## src/rtl/lsu_mem_arb_pkg.sv

```systemverilog
// Shared types for the LSU data-memory arbiter: master ids and the memory command payload.
package lsu_mem_arb_pkg;

    localparam int unsigned ADDR_W = 32;
    localparam int unsigned DATA_W = 32;
    localparam int unsigned STRB_W = 4;

    typedef logic master_id_t;

    localparam master_id_t MID_M0 = 1'b0;
    localparam master_id_t MID_M1 = 1'b1;

    typedef struct packed {
        logic              wren;
        logic [ADDR_W-1:0] addr;
        logic [DATA_W-1:0] wdata;
        logic [STRB_W-1:0] strb;
    } mem_cmd_t;

endpackage

```

## src/rtl/lsu_arb_tag_fifo.sv

```systemverilog
// Tag FIFO recording which master issued each outstanding read, in grant order.
module lsu_arb_tag_fifo
    import lsu_mem_arb_pkg::*;
#(
    parameter int unsigned P_DEPTH = 4
) (
    input  logic                       i_clk,
    input  logic                       i_rstn,
    input  logic                       push,
    input  logic                       pop,
    input  master_id_t                 din,
    output master_id_t                 dout,
    output logic                       full,
    output logic                       empty,
    output logic [$clog2(P_DEPTH):0]   count
);

    localparam int unsigned PTR_W = $clog2(P_DEPTH);
    localparam int unsigned CNT_W = PTR_W + 1;

    master_id_t        mem_q [P_DEPTH];
    master_id_t        mem_d [P_DEPTH];
    logic [PTR_W-1:0]  wr_ptr_q, wr_ptr_d;
    logic [PTR_W-1:0]  rd_ptr_q, rd_ptr_d;
    logic [CNT_W-1:0]  count_q, count_d;
    logic              push_ok;
    logic              pop_ok;

    always_comb begin
        mem_d    = mem_q;
        wr_ptr_d = wr_ptr_q;
        rd_ptr_d = rd_ptr_q;
        push_ok  = push && !full;
        pop_ok   = pop && !empty;
        if (push_ok) begin
            mem_d[wr_ptr_q] = din;
            wr_ptr_d        = wr_ptr_q + PTR_W'(1);
        end
        if (pop_ok) begin
            rd_ptr_d = rd_ptr_q + PTR_W'(1);
        end
        count_d = count_q + CNT_W'(push_ok) - CNT_W'(pop_ok);
    end

    always_ff @(posedge i_clk or negedge i_rstn) begin
        if (!i_rstn) begin
            mem_q    <= '{default: MID_M0};
            wr_ptr_q <= '0;
            rd_ptr_q <= '0;
            count_q  <= '0;
        end else begin
            mem_q    <= mem_d;
            wr_ptr_q <= wr_ptr_d;
            rd_ptr_q <= rd_ptr_d;
            count_q  <= count_d;
        end
    end

    assign dout  = mem_q[rd_ptr_q];
    assign full  = (count_q == CNT_W'(P_DEPTH));
    assign empty = (count_q == '0);
    assign count = count_q;

endmodule

```

## src/rtl/lsu_mem_arbiter.sv

```systemverilog
// Two-master arbiter for the LSU data-memory port; routes in-order read responses back
// to their originator using a tag FIFO.
module lsu_mem_arbiter
    import lsu_mem_arb_pkg::*;
#(
    parameter int unsigned P_MAX_OUTST  = 4,
    parameter int unsigned P_FIXED_PRIO = 0
) (
    input  logic              i_clk,
    input  logic              i_rstn,
    input  logic              i_m0_req,
    input  logic              i_m0_wren,
    input  logic [ADDR_W-1:0] i_m0_addr,
    input  logic [DATA_W-1:0] i_m0_wdata,
    input  logic [STRB_W-1:0] i_m0_strb,
    output logic              o_m0_gnt,
    output logic              o_m0_rvalid,
    output logic [DATA_W-1:0] o_m0_rdata,
    input  logic              i_m1_req,
    input  logic              i_m1_wren,
    input  logic [ADDR_W-1:0] i_m1_addr,
    input  logic [DATA_W-1:0] i_m1_wdata,
    input  logic [STRB_W-1:0] i_m1_strb,
    output logic              o_m1_gnt,
    output logic              o_m1_rvalid,
    output logic [DATA_W-1:0] o_m1_rdata,
    output logic              o_mem_req,
    output logic              o_mem_wren,
    output logic [ADDR_W-1:0] o_mem_addr,
    output logic [DATA_W-1:0] o_mem_wdata,
    output logic [STRB_W-1:0] o_mem_strb,
    input  logic              i_mem_ready,
    input  logic              i_mem_rvalid,
    input  logic [DATA_W-1:0] i_mem_rdata,
    output logic              o_err
);

    localparam int unsigned CNT_W = $clog2(P_MAX_OUTST) + 1;

    mem_cmd_t          m0_cmd, m1_cmd, sel_cmd, out_cmd;
    logic              read_ok, m0_ok, m1_ok;
    logic              pref_m1, sel_m1;
    logic              grant, push, pop;
    master_id_t        last_grant_q, last_grant_d;
    logic              err_q, err_d;
    master_id_t        head;
    logic              fifo_full, fifo_empty;
    logic [CNT_W-1:0]  fifo_count;

    // Selection, command mux, grant and response routing.
    always_comb begin
        m0_cmd = '{wren: i_m0_wren, addr: i_m0_addr, wdata: i_m0_wdata, strb: i_m0_strb};
        m1_cmd = '{wren: i_m1_wren, addr: i_m1_addr, wdata: i_m1_wdata, strb: i_m1_strb};

        // Pre-pop occupancy: a response popping this cycle does not open a slot yet.
        read_ok = !fifo_full;
        m0_ok   = i_m0_req && (i_m0_wren || read_ok);
        m1_ok   = i_m1_req && (i_m1_wren || read_ok);

        if (i_m0_req && i_m1_req) begin
            pref_m1 = (P_FIXED_PRIO != 0) ? 1'b0 : (last_grant_q == MID_M0);
        end else begin
            pref_m1 = i_m1_req;
        end

        // A preferred read stalled on a full tag FIFO yields to the other master.
        sel_m1 = pref_m1;
        if (pref_m1 && !m1_ok && m0_ok) begin
            sel_m1 = 1'b0;
        end else if (!pref_m1 && !m0_ok && m1_ok) begin
            sel_m1 = 1'b1;
        end

        sel_cmd   = sel_m1 ? m1_cmd : m0_cmd;
        o_mem_req = i_rstn && (sel_m1 ? m1_ok : m0_ok);
        out_cmd   = o_mem_req ? sel_cmd : '0;

        o_mem_wren  = out_cmd.wren;
        o_mem_addr  = out_cmd.addr;
        o_mem_wdata = out_cmd.wdata;
        o_mem_strb  = out_cmd.strb;

        grant    = o_mem_req && i_mem_ready;
        o_m0_gnt = grant && !sel_m1;
        o_m1_gnt = grant && sel_m1;
        push     = grant && !sel_cmd.wren;

        last_grant_d = last_grant_q;
        if (grant) begin
            last_grant_d = sel_m1 ? MID_M1 : MID_M0;
        end

        pop         = i_rstn && i_mem_rvalid && (fifo_count != '0);
        o_m0_rvalid = pop && (head == MID_M0);
        o_m1_rvalid = pop && (head == MID_M1);
        o_m0_rdata  = o_m0_rvalid ? i_mem_rdata : '0;
        o_m1_rdata  = o_m1_rvalid ? i_mem_rdata : '0;

        err_d = err_q || (i_mem_rvalid && fifo_empty);
        o_err = err_q;
    end

    always_ff @(posedge i_clk or negedge i_rstn) begin
        if (!i_rstn) begin
            last_grant_q <= MID_M1;
            err_q        <= 1'b0;
        end else begin
            last_grant_q <= last_grant_d;
            err_q        <= err_d;
        end
    end

    lsu_arb_tag_fifo #(
        .P_DEPTH (P_MAX_OUTST)
    ) u_tag_fifo (
        .i_clk  (i_clk),
        .i_rstn (i_rstn),
        .push   (push),
        .pop    (pop),
        .din    (sel_m1 ? MID_M1 : MID_M0),
        .dout   (head),
        .full   (fifo_full),
        .empty  (fifo_empty),
        .count  (fifo_count)
    );

endmodule

```

## config.mk

```make
export PLATFORM = sky130hd
export DESIGN_NAME = lsu_mem_arbiter
export DESIGN_NICKNAME = d
export VERILOG_FILES = /design/src/rtl/lsu_mem_arb_pkg.sv /design/src/rtl/lsu_arb_tag_fifo.sv /design/src/rtl/lsu_mem_arbiter.sv
export SDC_FILE = /design/constraint.sdc
export NUM_CORES = 1
export LEC_CHECK = 0
export ABC_AREA = 1
export CAP_MARGIN = 20
export CELL_PAD_IN_SITES_DETAIL_PLACEMENT = 1
export CELL_PAD_IN_SITES_GLOBAL_PLACEMENT = 1
export CORE_MARGIN = 10
export CORE_UTILIZATION = 17
export CTS_BUF_LIST = sky130_fd_sc_hd__clkbuf_4
export DETAILED_ROUTE_END_ITERATION = 12
export PLACE_DENSITY = 0.88
export SETUP_SLACK_MARGIN = 0.05
export SYNTH_ARGS = -nofsm -noshare
export SYNTH_HDL_FRONTEND = slang
export SYNTH_HIERARCHICAL = 1
export SYNTH_SLANG_ARGS = --single-unit
```

## constraint.sdc

```tcl
create_clock -name i_clk -period 3.7 [get_ports i_clk]
set_input_delay 0.37 -clock i_clk [delete_from_list [all_inputs] [get_ports i_clk]]
set_output_delay 0.37 -clock i_clk [all_outputs]
set_load 0.005 [all_outputs]
```

==> impl_metrics.tcl, run 1 <==
set metrics [dict create \
    io_pins 315 \
    post-cts-setup-buffers 0 \
    grt_pass1_wl_um 24500 \
    num_vias 4361 \
    wirelength_um 17200 \
    hold_slack_ns 0.257 \
    critical_path_depth 11 \
    cp-end-kind "primary output" \
    drc 0 \
    routed_via_density 4.23 \
    avgSynthCellArea_um2 5.46 \
    drv_cap 0 \
    critical_path.cell_chain "nor2_2 -> nand2_2 -> inv_1 -> nand2_1 -> nand2_2 -> inv_1 -> nand2_4 -> buf_12 -> a21oi_1 -> nor2_1 -> clkdlybuf4s50_1" \
    cts_resized 0 \
    crit_slowest_cell "clkdlybuf4s50_1" \
    status "finished, final reports clean" \
    grt_usage_pct 13.4 \
    switchingPower_mw 0.818 \
    vdd_drop_max_v 0.000178 \
    rsz0062_at_grt "no" \
    finalWeightedCongestion 0.852 \
    crit_end "o_mem_addr[5]" \
    firstDrtPassIters 6 \
    r2r-start "u_tag_fifo/count[0]" \
    clk_latency_ns 0.27 \
    leakagePower_nw 2.67 \
    crit_buf_inv 4 \
    first_global_vias 4344 \
    htree_levels 1 \
    final.setup.worst_slack_ns 0.490 \
    slew_viol_final 0 \
    start_kind "flop" \
    ys_warn_count 6 \
    cts_tree "done" \
    powerDensity_nw_per_um2 299 \
    dp_hpwl_um 14400 \
    worstPathRequired_ns 3.33 \
    initial_utilization_pct 17.4 \
    clkSinkCount 13 \
    cts_buffers 3 \
    worst_pin_slew_ns 0.600 \
    clock_skew_ns 0.000418 \
    finalHoldViolations 0 \
    die_height_um 151 \
    p_sw_share_pct 44.6 \
    post_synth_num_cell_types 26 \
    grt-ovfl-total 0 \
    fin_nets 996 \
    r2r_setup_slack_ns 0.75 \
    critPathTopFamily "buffers and inverters" \
    dieArea_um2 22700 \
    finalSetupViolations 0 \
    total_power_mw 1.84 \
    portBuffers 314 \
    hold_buffers 0 \
    regToRegEndpoint "u_tag_fifo/count[2]" \
    rows 47 \
    crit_arrival_ns 2.84 \
    ant_nets 0 \
    finalCritPeriodShare_pct 86.8 \
    max-clock-path-buffers 2 \
    relSlewSlack_pct 60.0 \
    fin_tns_setup_ns 0 \
    synth-seq-cells 13 \
    antenna_cells 0 \
    root_buffer "clkbuf_4" \
    die_x_um 151 \
    internal_power_mw 1.02 \
    core-area_um2 16600 \
    fin_crit_ns 3.21 \
    ys_seq_area_share_pct 11.3 \
    crit_fanout 136 \
    p_comb_share_pct 80.5 \
    clkPwrFrac_pct 4.8 \
    drt_iter0_drc 202 \
    drive_gt1_share_pct 3.33 \
    worstSetupPathType "reg2out" \
    pre_cts_ws_ns 0.692 \
    reg2reg_depth 17 \
    hold_class "in2async" \
    netlist_area_um2 2900 \
    sequentialPowerShare_pct 14.7 \
    fmax_mhz 311 \
    place_inst 1028 \
    syn_to_final_growth_pct 112 \
    clk_pin_slew_ns 0.08 \
    wl_per_cell_um 16.7 \
    startpoint "u_tag_fifo/count[0]" \
    grt_max_degree 137 \
    slowest_delay_ns 0.54 \
    stdcell_count 1032 \
    syn_nets 714 \
    antenna_found_initial 0 \
    syn_inst 531 \
]
==> flip-flops by register name, summed over array words and instances (netlist names) <==
signal and count:
o_err 1, u_tag_fifo/mem_q 4, u_tag_fifo/count 3, u_tag_fifo/rd_ptr_q 2, u_tag_fifo/wr_ptr_q 2, last_grant_q 1
==> cell usage after synthesis <==
master / n / share of area (%)
nor2_1: 140 / 18
nand2_1: 105 / 14
a21oi_1: 69 / 12
nand3b_1: 68 / 18
inv_1: 52 / 6.7
buf_2: 23 / 4.0
dfrtp_1: 12 / 10
buf_6: 10 / 3.9
buf_4: 8 / 2.1
nand3_1: 7 / 1.2
ha_1: 6 / 2.6
nand2_2: 5 / 1.1
clkbuf_1: 4 / 0.52
nand4_1: 4 / 0.86
inv_2: 3 / 0.39
nand3_2: 3 / 1.0
o21ai_0: 3 / 0.52
a21boi_0: 1 / 0.26
a21boi_2: 1 / 0.39
a21o_1: 1 / 0.26
a31oi_2: 1 / 0.43
dfstp_2: 1 / 0.91
fa_1: 1 / 0.69
nor2_2: 1 / 0.22
o21ai_1: 1 / 0.17
xnor2_1: 1 / 0.30
==> area by class of cell <==
| class | count | area, um^2 |
|---|---|---|
| clock buffer | 3 | 22.5 |
| sequential | 13 | 327 |
| multi-input combinational | 418 | 2080 |
| clock inverter | 1 | 5.00 |
| tap | 220 | 275 |
| fill | 2138 | 10500 |
| timing repair buffer | 322 | 3230 |
| inverter | 55 | 206 |
==> power groups by stage <==
stage                     logic [mW]  clock network [mW]  registers (mW)
after floorplan                0.753                   0           0.258
after global placement          1.46                   0           0.269
after detailed placement        1.50                   0           0.274
after CTS                       1.50              0.0935           0.270
after global routing            1.63               0.103           0.281
final                           1.48              0.0889           0.270
==> how the worst min path moves through the flow <==
stage,from,to,depth (start not counted)
detailed placement,u_tag_fifo/mem_q[0],u_tag_fifo/mem_q[0],2
finish,i_rstn,o_err,1
global placement,o_err,o_err,1
CTS,i_rstn,o_err,1
floorplan,i_rstn,o_err,0
global route,i_rstn,o_err,1
==> worst register-to-register path, cell delays in order (launching register included) <==
cell and delay (ns):
dfrtp_1 0.41, nor2_2 0.14, nand2_2 0.18, inv_1 0.14, nand2_1 0.07, nand2_2 0.10
nand2_1 0.10, nand2_4 0.11, nand2_2 0.13, nand2_1 0.10, nand2_1 0.06, nor2_1 0.14
nand2_1 0.12, ha_1 0.31, inv_1 0.04, ha_1 0.18, fa_1 0.38, xnor2_1 0.13
==> metal layers <==
metal	track usage, %	vias to the layer above	routed length [um]
li1	-	2221	-
met1	14.5	2000	6590
met2	26.1	128	9270
met3	2.79	12	1110
met4	2.21	0	220
met5	0	-	0
==> stage by stage <==
| stage | cell area [um^2] | util (%) |
|---|---|---|
| 6_report | 6150 | 36.9 |
| 5_1_grt | 6150 | 36.9 |
| 4_1_cts | 6150 | 36.9 |
| 3_5_place_dp | 6120 | 36.8 |
| 3_3_place_gp | 6120 | 36.8 |
| 2_1_floorplan | 2900 | - |
==> cells in the final DEF, fill, tap and decap left out, types with 2 or more instances in the layout <==
master	instances
a21oi_1	69
buf_12	2
buf_4	6
clkbuf_4	3
clkdlybuf4s50_1	314
dfrtp_1	12
ha_1	6
inv_1	52
inv_2	3
nand2_1	105
nand2_2	3
nand2_4	2
nand3_1	7
nand3_2	3
nand3b_1	68
nand4_1	4
nor2_1	140
o21ai_0	3
==> cells by family (layout without fill, tap and decap cells) <==
logic type	Yosys count	count (layout)	synth area share (%)
xor gates and xnor gates	1	1	0.302
and+or+nand+nor	333	333	53.7
DFF	13	13	11.3
AOI/OAI and AO/OA	77	77	13.9
buffers and inverters	100	381	17.6
adders and majority gates	7	7	3.28
Power figures use the tool's default switching activity.
==> run 2: changes to the inputs <==
- CTS_CLUSTER_DIAMETER: not set -> 100
- RECOVER_POWER: not set -> 50
==> run 2 against run 1 <==
Cell area decreased by 0.45%. Global-route usage unchanged. First-iteration DRC count increased by 9.9%. Final cell count unchanged. Combinational power decreased by 3%. Worst hold slack improved by 0.067 ns. Clock power increased by 0.8%. Routed wire length about the same. Critical path depth unchanged. Sequential share of layout area about the same. Register-to-register slack got worse by 0.31 ns. Largest power group unchanged.
==> impl_metrics.tcl, run 2 (synthesized netlist as in run 1, its figures left out) <==
set metrics [dict create \
    routed_via_density 4.20 \
    crit_fanout 136 \
    ant_nets 0 \
    worstSetupPathType "reg2out" \
    fin_nets 996 \
    antenna_cells 0 \
    fmax_mhz 303 \
    drive_gt1_share_pct 2.46 \
    grt-ovfl-total 0 \
    vdd_drop_max_v 0.000178 \
    pre_cts_ws_ns 0.692 \
    relSlewSlack_pct 35.4 \
    fin_crit_ns 3.30 \
    final_util_pct 36.8 \
    grt_usage_pct 13.4 \
    wl_per_cell_um 16.6 \
    clk_pin_slew_ns 0.09 \
    seqCellArea_um2 327 \
    critical_path.cell_chain "nor2_1 -> nand2_2 -> inv_1 -> nand2_1 -> nand2_1 -> inv_1 -> nand2_4 -> buf_12 -> a21oi_1 -> nor2_1 -> clkdlybuf4s50_1" \
    start_kind "flop" \
    crit_slowest_cell "clkdlybuf4s50_1" \
    finalSetupViolations 0 \
    top_register "u_tag_fifo/mem_q" \
    finalCritPeriodShare_pct 89.1 \
    n_fill_cell 2140 \
    drc 0 \
    core-area_um2 16600 \
    final_area_um2 6120 \
    worst_pin_slew_ns 0.968 \
    cts_resized 0 \
    clock_skew_ns 0.00169 \
    initial_utilization_pct 17.4 \
    portBuffers 314 \
    rows 47 \
    slowest_delay_ns 0.54 \
    finalHoldViolations 0 \
    root_buffer "clkbuf_4" \
    num_vias 4336 \
    dieArea_um2 22700 \
    max-clock-path-buffers 2 \
    cp-end-kind "primary output" \
    firstDrtPassIters 4 \
    fin_tns_setup_ns 0 \
    wirelength_um 17200 \
    leakagePower_nw 2.83 \
    worstPathRequired_ns 3.33 \
    final_cell_mix "257 x clkdlybuf4s50_1, 141 x nor2_1, 108 x nand2_1" \
    final.setup.worst_slack_ns 0.403 \
    clk_latency_ns 0.27 \
    cts_tree "done" \
    first_global_vias 4344 \
    powerDensity_nw_per_um2 292 \
    largest_register_ffs 4 \
    dp_hpwl_um 14400 \
    grt_max_degree 137 \
    layout_commonest_cell "clkdlybuf4s50_1" \
    antenna_found_initial 0 \
    status "finished, final reports clean" \
    multi_input_area_um2 2060 \
    drt_iter0_drc 222 \
    cts_buffers 3 \
    hold_class "in2async" \
    die_height_um 151 \
    clkSinkCount 13 \
    rsz0062_at_grt "no" \
    grt_pass1_wl_um 24500 \
    drv_cap 0 \
    crit_arrival_ns 2.93 \
    die_x_um 151 \
    htree_levels 1 \
    syn_to_final_growth_pct 111 \
    io_pins 315 \
    slew_viol_final 0 \
    post-cts-setup-buffers 0 \
    hold_buffers 0 \
    placed_area_um2 6120 \
    finalWeightedCongestion 0.852 \
]
run 2: worst paths after layout:
| path | startpoint | end | slack [ns] | cells past startpoint |
|---|---|---|---|---|
| max in group asynchronous | i_rstn | last_grant_q | 2.91 | 2 |
| worst max-delay path | u_tag_fifo/count[0] | o_mem_addr[5] | 0.40 | 11 |
| worst min-delay path | i_rstn | o_err | 0.32 | 1 |
| worst max register to register | u_tag_fifo/count[0] | u_tag_fifo/count[2] | 0.44 | 17 |
| min in group i_clk | o_err | o_err | 0.47 | 1 |
| worst min register to register | o_err | o_err | 0.47 | 1 |
run 2: routing by layer:
| layer | part of all wire [%] | global-route usage, % | up-vias |
|---|---|---|---|
| li1 | - | - | 2224 |
| met1 | 38 | 14.5 | 1974 |
| met2 | 54 | 26.1 | 126 |
| met3 | 6.3 | 2.79 | 12 |
| met4 | 1.3 | 2.21 | 0 |
| met5 | 0 | 0 | - |
run 2: power by group:
part	internal [mW]	leakage, nW	switching (mW)
registers	0.212	0.157	0.0560
clock network	0.0400	0.0177	0.0496
logic	0.728	2.66	0.699
total	0.980	2.83	0.805
run 2: layout make-up:
class                   instances  share of cell area [%]
clock buffers                   3                   0.368
clock inverters                 1                  0.0818
inverters                      55                    3.37
multi-input cells             418                    33.7
flip-flops and latches         13                    5.34
well taps                     220                    4.50
repair buffers                322                    52.6
run 2: stage by stage:
stage | hold WS (ns) | cells | total power, mW
detailed placement | 0.457 | 1028 | 1.77
CTS | 0.247 | 1032 | 1.87
global placement | 0.443 | 1028 | 1.73
finish | 0.324 | 1032 | 1.78
global route | 0.311 | 1032 | 1.97
floorplan | 0.0744 | 531 | 1.01
run 2: worst max-delay path, delay by kind of cell, from the launching register on:
kind / cells / cell delay [ns]
AOI/OAI and AO/OA: 1 / 0.14
buffers and inverters: 4 / 1.15
DFF: 1 / 0.40
and+or+nand+nor: 6 / 0.82
==> run 3: changes to the inputs <==
- GPL_TIMING_DRIVEN: not set -> 0
==> run 3 against run 2 <==
Total power rose by 6.4%. Register-to-register slack improved by 0.02 ns. Fmax fell by 2.3%. Critical path depth fell by 2. Combinational power rose by 8%. Via count rose by 6.1%. Count of clock-buffer cells in the layout did not move. Clock power rose by 2.7%.
==> impl_metrics.tcl, run 3 (synthesized netlist as in run 1, its figures left out) <==
set metrics [dict create \
    pre_cts_ws_ns 0.134 \
    routed_via_density 4.30 \
    dp_hpwl_um 16400 \
    clkSinkCount 13 \
    drive_gt1_share_pct 6.24 \
    seqCellArea_um2 327 \
    n_fill_cell 2149 \
    io_pins 315 \
    stdcell_count 1069 \
    start_kind "input port" \
    finalWeightedCongestion 0.836 \
    sequentialPowerShare_pct 14.1 \
    final.setup.worst_slack_ns 0.324 \
    relSlewSlack_pct 56.7 \
    fmax_mhz 296 \
    total_power_mw 1.90 \
    largest_register_ffs 4 \
    antenna_cells 0 \
    cp-end-kind "primary output" \
    worstSetupPathType "in2out" \
    num_vias 4601 \
    finalSetupViolations 0 \
    crit_slowest_cell "clkdlybuf4s50_1" \
    rows 47 \
    cts_resized 0 \
    syn_to_final_growth_pct 118 \
    cts_buffers 3 \
    initial_utilization_pct 17.4 \
    powerDensity_nw_per_um2 300 \
    crit_end "o_m0_rdata[7]" \
    crit_fanout 15 \
    die_height_um 151 \
    ant_nets 0 \
    antenna_found_initial 1 \
    vdd_drop_max_v 0.000119 \
    wirelength_um 18800 \
    portBuffers 314 \
    clk_pin_slew_ns 0.09 \
    root_buffer "clkbuf_4" \
    regToRegEndpoint "u_tag_fifo/count[2]" \
    internal_power_mw 1.04 \
    die_x_um 151 \
    finalHoldViolations 0 \
    reg2reg_depth 19 \
    startpoint "i_rstn" \
    post-cts-setup-buffers 0 \
    fin_crit_ns 3.38 \
    clock_skew_ns 0.00787 \
    hold_class "in2async" \
    p_comb_share_pct 81.0 \
    crit_arrival_ns 3.01 \
    cts_tree "done" \
    clk_latency_ns 0.28 \
    r2r_setup_slack_ns 0.46 \
    grt_pass1_wl_um 27100 \
    worst_pin_slew_ns 0.648 \
    final_util_pct 38.0 \
    hold_slack_ns 0.476 \
    switchingPower_mw 0.857 \
    htree_levels 1 \
    fin_tns_setup_ns 0 \
    layout_commonest_cell "clkdlybuf4s50_1" \
    final_cell_mix "273 x clkdlybuf4s50_1, 141 x nor2_1, 107 x nand2_1" \
    first_global_vias 4738 \
    placed_area_um2 6320 \
    finalCritPeriodShare_pct 91.3 \
    final_area_um2 6320 \
    fin_nets 1033 \
    slowest_delay_ns 0.89 \
    slew_viol_final 0 \
    place_inst 1065 \
    rsz0062_at_grt "no" \
    grt_max_degree 16 \
    drv_cap 0 \
    top_register "u_tag_fifo/mem_q" \
    p_sw_share_pct 45.1 \
    drt_iter0_drc 182 \
    r2r-start "u_tag_fifo/count[0]" \
    leakagePower_nw 2.89 \
    hold_buffers 0 \
    core-area_um2 16600 \
    clkPwrFrac_pct 4.8 \
    worstPathRequired_ns 3.33 \
    max-clock-path-buffers 2 \
    status "finished, final reports clean" \
    grt-ovfl-total 0 \
    firstDrtPassIters 4 \
    wl_per_cell_um 17.6 \
    grt_usage_pct 15.0 \
    multi_input_area_um2 2060 \
    drc 0 \
    critical_path.cell_chain "clkdlybuf4s50_1 -> nand2_1 -> a31oi_2 -> inv_1 -> nor2_1 -> inv_1 -> clkbuf_1 -> nor2_1 -> dlygate4sd3_1" \
    dieArea_um2 22700 \
]
## run 3: per-layer routing
metal	vias up	global-route usage [%]	wire length, um
met5	-	0	8
met4	2	3.13	350
met3	20	3.09	1340
met2	149	28.0	9920
met1	2122	17.0	7230
li1	2308	-	-
## run 3: critical path: cells and delay by family
kind                   cells  cell delay, ns
AOI/OAI and AO/OA          1            0.31
buffers and inverters      5            1.92
and+or+nand+nor            3            0.39
## run 3: how the worst min path moves through the flow
stage,to,startpoint,slack (ns),cells after the start
floorplan,o_err,i_rstn,0.07,0
global placement,o_err,o_err,0.44,1
detailed placement,o_err,o_err,0.46,1
CTS,last_grant_q,last_grant_q,0.48,2
global route,last_grant_q,last_grant_q,0.50,2
finish,o_err,i_rstn,0.48,1
## run 3: cell type report
cell class / count / share of cell area (%)
inverter: 55 / 3.26
timing repair buffer: 314 / 49.7
sequential: 13 / 5.16
tap: 220 / 4.35
clock buffer: 3 / 0.356
clock inverter: 1 / 0.0791
buffer: 45 / 4.53
multi-input combinational: 418 / 32.5
## run 3: power by group through the flow
stage / clock, mW / combinational, mW / sequential, mW
2_1_floorplan: 0 / 0.753 / 0.258
3_3_place_gp: 0 / 1.56 / 0.268
3_5_place_dp: 0 / 1.60 / 0.275
4_1_cts: 0.0967 / 1.61 / 0.272
5_1_grt: 0.104 / 1.70 / 0.280
6_report: 0.0920 / 1.54 / 0.269
